===== src/rtl/link_frame_transmitter_pkg.sv =====
// Shared constants and frame layout for the inter-FPGA neighbor link (transmitter and receiver).
// LINK_TX_PARITY_EN appends an even-parity bit above inc_count.
package link_frame_transmitter_pkg;
  localparam int ADDRESS_WIDTH   = 6;
  localparam int CHANNEL_WIDTH   = 8;
  localparam int STAGE_WIDTH     = 3;
  localparam int MAX_PENDING_INC = 3;
  localparam int NUM_FLAGS       = 8;
  localparam int INC_WIDTH       = 2;

  localparam logic [STAGE_WIDTH-1:0] STAGE_IDLE                = 3'd0;
  localparam logic [STAGE_WIDTH-1:0] STAGE_MEASUREMENT_LOADING = 3'd1;
  localparam logic [STAGE_WIDTH-1:0] STAGE_GROW                = 3'd2;
  localparam logic [STAGE_WIDTH-1:0] STAGE_MERGE               = 3'd3;
  localparam logic [STAGE_WIDTH-1:0] STAGE_PEELING             = 3'd4;
  localparam logic [STAGE_WIDTH-1:0] STAGE_RESULT_VALID        = 3'd5;

  localparam int STAGE_LSB  = 0;
  localparam int ROOT_LSB   = STAGE_LSB + STAGE_WIDTH;
  localparam int FLAGS_LSB  = ROOT_LSB + ADDRESS_WIDTH;
  localparam int INC_LSB    = FLAGS_LSB + NUM_FLAGS;
  localparam int PARITY_LSB = INC_LSB + INC_WIDTH;
  // Stage, root and flags: the part of the payload compared against the previous frame.
  localparam int FIELDS_W   = INC_LSB;

`ifdef LINK_TX_PARITY_EN
  localparam int PARITY_WIDTH = 1;
`else
  localparam int PARITY_WIDTH = 0;
`endif

  localparam int PAYLOAD_W  = PARITY_LSB + PARITY_WIDTH;
  localparam int NUM_BEATS  = (PAYLOAD_W + CHANNEL_WIDTH - 1) / CHANNEL_WIDTH;
  localparam int FRAME_W    = NUM_BEATS * CHANNEL_WIDTH;
  localparam int BEAT_IDX_W = (NUM_BEATS > 1) ? $clog2(NUM_BEATS) : 1;

  typedef enum logic {
    ST_IDLE,
    ST_SEND
  } tx_state_e;
endpackage


===== src/rtl/link_frame_transmitter_packer.sv =====
// link_frame_packer: maps sampled link fields plus inc_count onto the beat-aligned frame.
// With LINK_TX_PARITY_EN the top payload bit carries even parity; unused frame bits are zero.
module link_frame_packer
  import link_frame_transmitter_pkg::*;
(
  input  logic [STAGE_WIDTH-1:0]   stage,
  input  logic [ADDRESS_WIDTH-1:0] root,
  input  logic [NUM_FLAGS-1:0]     flags,
  input  logic [INC_WIDTH-1:0]     inc_count,
  output logic [FRAME_W-1:0]       frame
);
  logic [PAYLOAD_W-1:0] payload;

  always_comb begin
    payload = '0;
    payload[STAGE_LSB +: STAGE_WIDTH]  = stage;
    payload[ROOT_LSB +: ADDRESS_WIDTH] = root;
    payload[FLAGS_LSB +: NUM_FLAGS]    = flags;
    payload[INC_LSB +: INC_WIDTH]      = inc_count;
`ifdef LINK_TX_PARITY_EN
    payload[PARITY_LSB] = ^payload[PARITY_LSB-1:0];
`endif
    frame = FRAME_W'(payload);
  end
endmodule


===== src/rtl/link_frame_transmitter.sv =====
// Transmit end of the inter-FPGA neighbor link: snapshots a-side signals into a frame and
// serializes it over a valid/ready channel. LINK_TX_PARITY_EN adds a payload parity bit.
module link_frame_transmitter
  import link_frame_transmitter_pkg::*;
(
  input  logic                     clk,
  input  logic                     reset,
  input  logic [STAGE_WIDTH-1:0]   global_stage,
  input  logic [ADDRESS_WIDTH-1:0] root_in,
  input  logic                     parent_vector_in,
  input  logic                     parent_odd_in,
  input  logic                     child_cluster_parity_in,
  input  logic                     child_touching_boundary_in,
  input  logic                     is_error_in,
  input  logic                     child_peeling_complete_in,
  input  logic                     child_peeling_m_in,
  input  logic                     parent_peeling_parity_completed_in,
  input  logic                     increase_in,
  input  logic                     force_send,
  output logic [CHANNEL_WIDTH-1:0] out_data,
  output logic                     out_valid,
  output logic                     out_last,
  input  logic                     out_ready,
  output logic                     busy,
  output logic                     inc_overflow
);
  tx_state_e               state;
  logic [INC_WIDTH-1:0]    pending_inc;
  logic [INC_WIDTH-1:0]    pending_step;
  logic [INC_WIDTH-1:0]    capture_inc;
  logic [FIELDS_W-1:0]     last_sent;
  logic [FIELDS_W-1:0]     fields;
  logic [NUM_FLAGS-1:0]    flags;
  logic                    first_frame;
  logic [FRAME_W-1:0]      frame_reg;
  logic [FRAME_W-1:0]      frame_next;
  logic [BEAT_IDX_W-1:0]   beat_idx;
  logic [BEAT_IDX_W-1:0]   beat_next;
  logic                    loading;
  logic                    inc_sat;
  logic                    trigger;
  logic                    capture;

  assign flags = {parent_peeling_parity_completed_in, child_peeling_m_in,
                  child_peeling_complete_in, is_error_in, child_touching_boundary_in,
                  child_cluster_parity_in, parent_odd_in, parent_vector_in};
  assign fields    = {flags, root_in, global_stage};
  assign loading   = (global_stage == STAGE_MEASUREMENT_LOADING);
  assign inc_sat   = (pending_inc == INC_WIDTH'(MAX_PENDING_INC));
  assign trigger   = (fields != last_sent) || (pending_inc != '0) || force_send || first_frame;
  assign capture   = (state == ST_IDLE) && trigger;
  // Loading discards any pending growth, including in a capture cycle.
  assign capture_inc = loading ? '0 : pending_inc;
  assign beat_next   = beat_idx + 1'b1;
  assign busy        = (state == ST_SEND);

  always_comb begin
    pending_step = pending_inc;
    if (loading)
      pending_step = '0;
    else if (increase_in && !inc_sat)
      pending_step = pending_inc + 1'b1;
  end

  link_frame_packer u_packer (
    .stage     (global_stage),
    .root      (root_in),
    .flags     (flags),
    .inc_count (capture_inc),
    .frame     (frame_next)
  );

  always_ff @(posedge clk) begin
    if (reset) begin
      state        <= ST_IDLE;
      pending_inc  <= '0;
      last_sent    <= '0;
      first_frame  <= 1'b1;
      frame_reg    <= '0;
      beat_idx     <= '0;
      out_valid    <= 1'b0;
      out_last     <= 1'b0;
      out_data     <= '0;
      inc_overflow <= 1'b0;
    end else begin
      pending_inc <= pending_step;
      if (loading)
        first_frame <= 1'b1;
      if (increase_in && inc_sat && !loading && !capture)
        inc_overflow <= 1'b1;

      case (state)
        ST_IDLE: begin
          if (trigger) begin
            // An increment landing in the capture cycle belongs to the next frame.
            frame_reg   <= frame_next;
            last_sent   <= fields;
            first_frame <= loading;
            pending_inc <= {{(INC_WIDTH-1){1'b0}}, increase_in && !loading};
            beat_idx    <= '0;
            state       <= ST_SEND;
            out_valid   <= 1'b1;
            out_data    <= frame_next[CHANNEL_WIDTH-1:0];
            out_last    <= (NUM_BEATS == 1);
          end
        end
        ST_SEND: begin
          if (out_ready) begin
            if (beat_idx == BEAT_IDX_W'(NUM_BEATS-1)) begin
              state     <= ST_IDLE;
              out_valid <= 1'b0;
              out_last  <= 1'b0;
              out_data  <= '0;
            end else begin
              beat_idx <= beat_next;
              out_data <= frame_reg[CHANNEL_WIDTH*beat_next +: CHANNEL_WIDTH];
              out_last <= (beat_next == BEAT_IDX_W'(NUM_BEATS-1));
            end
          end
        end
        default: state <= ST_IDLE;
      endcase
    end
  end
endmodule


===== config.mk =====
export PLATFORM = sky130hd
export DESIGN_NAME = link_frame_transmitter
export DESIGN_NICKNAME = d
export VERILOG_FILES = /design/src/rtl/link_frame_transmitter_pkg.sv /design/src/rtl/link_frame_transmitter_packer.sv /design/src/rtl/link_frame_transmitter.sv
export SDC_FILE = /design/constraint.sdc
export NUM_CORES = 1
export LEC_CHECK = 0
export CORE_UTILIZATION = 55
export DETAILED_ROUTE_END_ITERATION = 16
export GPL_ROUTABILITY_DRIVEN = 0
export PLACE_DENSITY_LB_ADDON = 0.3
export REMOVE_ABC_BUFFERS = 1
export SYNTH_ARGS = -nofsm -noshare
export SYNTH_HDL_FRONTEND = slang
export SYNTH_SLANG_ARGS = --single-unit

===== constraint.sdc =====
create_clock -name clk -period 6.4 [get_ports clk]
set_input_delay 0.96 -clock clk [delete_from_list [all_inputs] [get_ports clk]]
set_output_delay 0.96 -clock clk [all_outputs]
set_load 0.05 [all_outputs]

==> flow_summary.rst <==
.. list-table::
   :header-rows: 1

   * - Metric
     - Value
   * - Maximum number of pins on one net before global-route repair
     - 53
   * - Type of the worst min-delay path
     - reg2reg
   * - Kind of launch point of the worst setup path
     - input port
   * - Fraction of final layout cells sized beyond drive strength 1
     - 8.37%
   * - Antenna diodes
     - 0
   * - Register area share after synthesis
     - 36.6%
   * - CP Cell Sequence
     - clkdlybuf4s50_1 -> xor2_1 -> nor4_2 -> and3_4 -> a21oi_2 -> buf_4 -> mux2i_1
   * - Leftover overflow at the end of global routing
     - 0
   * - Setup Total Neg Slack
     - 0 ns
   * - Place WS
     - 3.32 ns
   * - Number of synthesis warnings
     - 0
   * - X dimension of the die
     - 61.8 um
   * - Relative slew margins
     - 48.0%
   * - CTS HTree Levels
     - 2
   * - Required arrival time at the worst endpoint
     - 6.67 ns
   * - Worst Max-Slew Pin Slew
     - 0.779 ns
   * - Buffers added on ports
     - 33
   * - Initial core utilization
     - 58.0%
   * - Number of buffers created by CTS
     - 5
   * - Detail-routed via count per cell
     - 5.31
   * - Routed len/inst
     - 13.3 um
   * - Top-area cell type share of the netlist area
     - 36.6%
   * - Setup Viol. Count Final
     - 0
   * - Unrepaired setup endpoints after global routing
     - no
   * - FP Rows
     - 21
   * - Avg Synthesized Cell Area
     - 8.90 um2
   * - Clock network latency to the later pin of the worst-skew pair
     - 0.34 ns
   * - Final Max Slew Viols
     - 0
   * - Worst clock skew
     - 0.00810 ns
   * - Number of buffers added to fix hold violations after cts
     - 0
   * - Number of remaining DRC errors
     - 0
   * - Clock tree from TritonCTS
     - yes
   * - Commonest non-fill, non-tap cell in the layout
     - nand2_1
   * - Die Outline Area
     - 3820 um2
   * - Buffer levels on the longest clock path
     - 2
   * - Worst stage delay on the critical path
     - 0.55 ns
   * - Floorplan Core Area
     - 3390 um2
   * - Count of flip-flops with a built-in enable after synthesis
     - 0
   * - Highest fanout seen on the critical path
     - 15
   * - Run status
     - complete, no violations
   * - Post-layout minimum cycle time
     - 2.73 ns
   * - Post-CTS clock slew at the launch and capture registers of the worst setup and hold paths
     - 0.11 ns
   * - Distinct cell type count after synthesis
     - 35
   * - Max FFs per register
     - 16
   * - Clock root cell
     - clkbuf_4
   * - Yosys reg bits
     - 36
   * - Detailed Routing Iterations Pass 1
     - 6
   * - Number of violations of the max-capacitance limit
     - 0
   * - Reg-to-reg setup timing slack
     - 4.13 ns
   * - Worst IR Drop VDD
     - 0.000128 V
   * - Post-cts sizing count
     - 0
   * - Routed wire length
     - 3960 um
   * - Iteration-0 DRC count of the detailed router
     - 102
   * - Post-layout net count
     - 276
   * - Vert. Die Dim
     - 61.8 um
   * - Clock sink count
     - 36
   * - First-pass GRT wire length
     - 6330 um
   * - Vias in the first global route
     - 1419
   * - Cell accounting for the most synthesized area
     - dfxtp_1
   * - Cell area after technology mapping
     - 1970 um2
   * - Arr. time, crit path
     - 3.00 ns
   * - Cell types occupying the most area after synthesis
     - dfxtp_1 (37%), mux2i_1 (16%), nand2_1 (10%)
   * - Post-route fraction of the period consumed by the critical path
     - 42.7%
   * - Tot GR Track Use
     - 23.1%
   * - Sum of net half-perimeters after detailed placement
     - 2800 um
   * - Achievable frequency
     - 0.366 GHz
   * - Commonest cells after routing, fill and taps aside
     - nand2_1 (53), dfxtp_1 (36), clkdlybuf4s50_1 (33)
   * - Primary FF master, synth
     - dfxtp_1
   * - Cells after Synth
     - 221
   * - Setup Buffers After CTS
     - 0
   * - Capturing element type of the critical path
     - flip-flop
   * - Core Util, Final
     - 70.4%
   * - Power density normalized to cell area
     - 215 nW/um2
   * - Standby leakage power
     - 0.000970 uW
   * - Number of antenna violations at the first check in global routing
     - 0
   * - Total power consumption of the routed design
     - 513 uW
   * - Post-route ant nets
     - 0
   * - Via count
     - 1578
   * - Cell type of the slowest stage on the worst timing path
     - clkdlybuf4s50_1
   * - Critical path class
     - in2reg
   * - Async set-or-reset flop fraction in the synthesized netlist
     - 0%
   * - Boundary Pins
     - 34
   * - Layout area overhead
     - 21.3%
   * - Number of hold-slack violations in the final timing report
     - 0
   * - Smallest setup slack after layout
     - 3.67 ns
## synth_stat cells (4+ instances only)
master and n:
nor2_1 8, inv_1 4, o2bb2ai_1 7, clkbuf_1 10, nand3_1 5, mux2i_1 32, xor2_1 12, nor2b_1 4
xnor2_1 6, ha_1 4, nand2_1 53, dfxtp_1 36
## worst paths after layout
| check | from | to | cells after the start |
|---|---|---|---|
| worst max-delay path | global_stage[0] | last_sent[0] | 7 |
| worst min register to register | first_frame | first_frame | 2 |
| worst min-delay path | first_frame | first_frame | 2 |
| worst max register to register | beat_idx[0] | out_data[2] | 7 |
## kinds of logic (layout without fill, tap and decap cells)
group | after synthesis | in the layout | synth area share, %
adder cells (fa/ha/maj) | 4 | 4 | 2.54
XOR/XNOR | 18 | 18 | 8.02
flip-flops | 36 | 36 | 36.6
buffers and inverters | 19 | 49 | 4.01
AO/OA/AOI/OAI | 25 | 25 | 10.1
multiplexers | 35 | 35 | 18.6
AND/OR/NAND/NOR | 84 | 84 | 20.1
## metrics by stage
step	instance area, um2	instances	hold WS, ns
2_1_floorplan	1910	209	0.427
3_3_place_gp	2310	289	0.437
3_5_place_dp	2310	289	0.446
4_1_cts	2390	297	0.464
5_1_grt	2390	297	0.477
6_report	2390	297	0.461
## where the power goes
group	leakage (uW)	internal (uW)	switching, uW
Combinational	0.000632	47.4	57.3
Sequential	0.000297	237	12.1
Clock	0.0000422	81.9	77.3
Total	0.000970	367	147
## layer usage
layer,track usage [%],up-vias,wire (um)
li1,-,810,-
met1,31.1,735,2000
met2,35.6,29,1800
met3,6.21,4,109
met4,7.94,0,44
met5,0,-,0
## layout make-up
| type | instances | area (um2) |
|---|---|---|
| Multi-Input combinational cell | 166 | 1170 |
| Fill cell | 270 | 1000 |
| Sequential cell | 36 | 721 |
| Timing Repair Buffer | 34 | 338 |
| Tap cell | 46 | 57.6 |
| Clock buffer | 6 | 41.3 |
| Clock inverter | 2 | 35.0 |
| Inverter | 7 | 26.3 |
## critical path, delay by kind of cell
family          cells  cell delay [ns]
xor+xnor            1             0.22
mux                 1             0.25
simple gates        2             0.29
compound gates      1             0.38
buf+inv             2             0.91
Power figures use the tool's default switching activity.
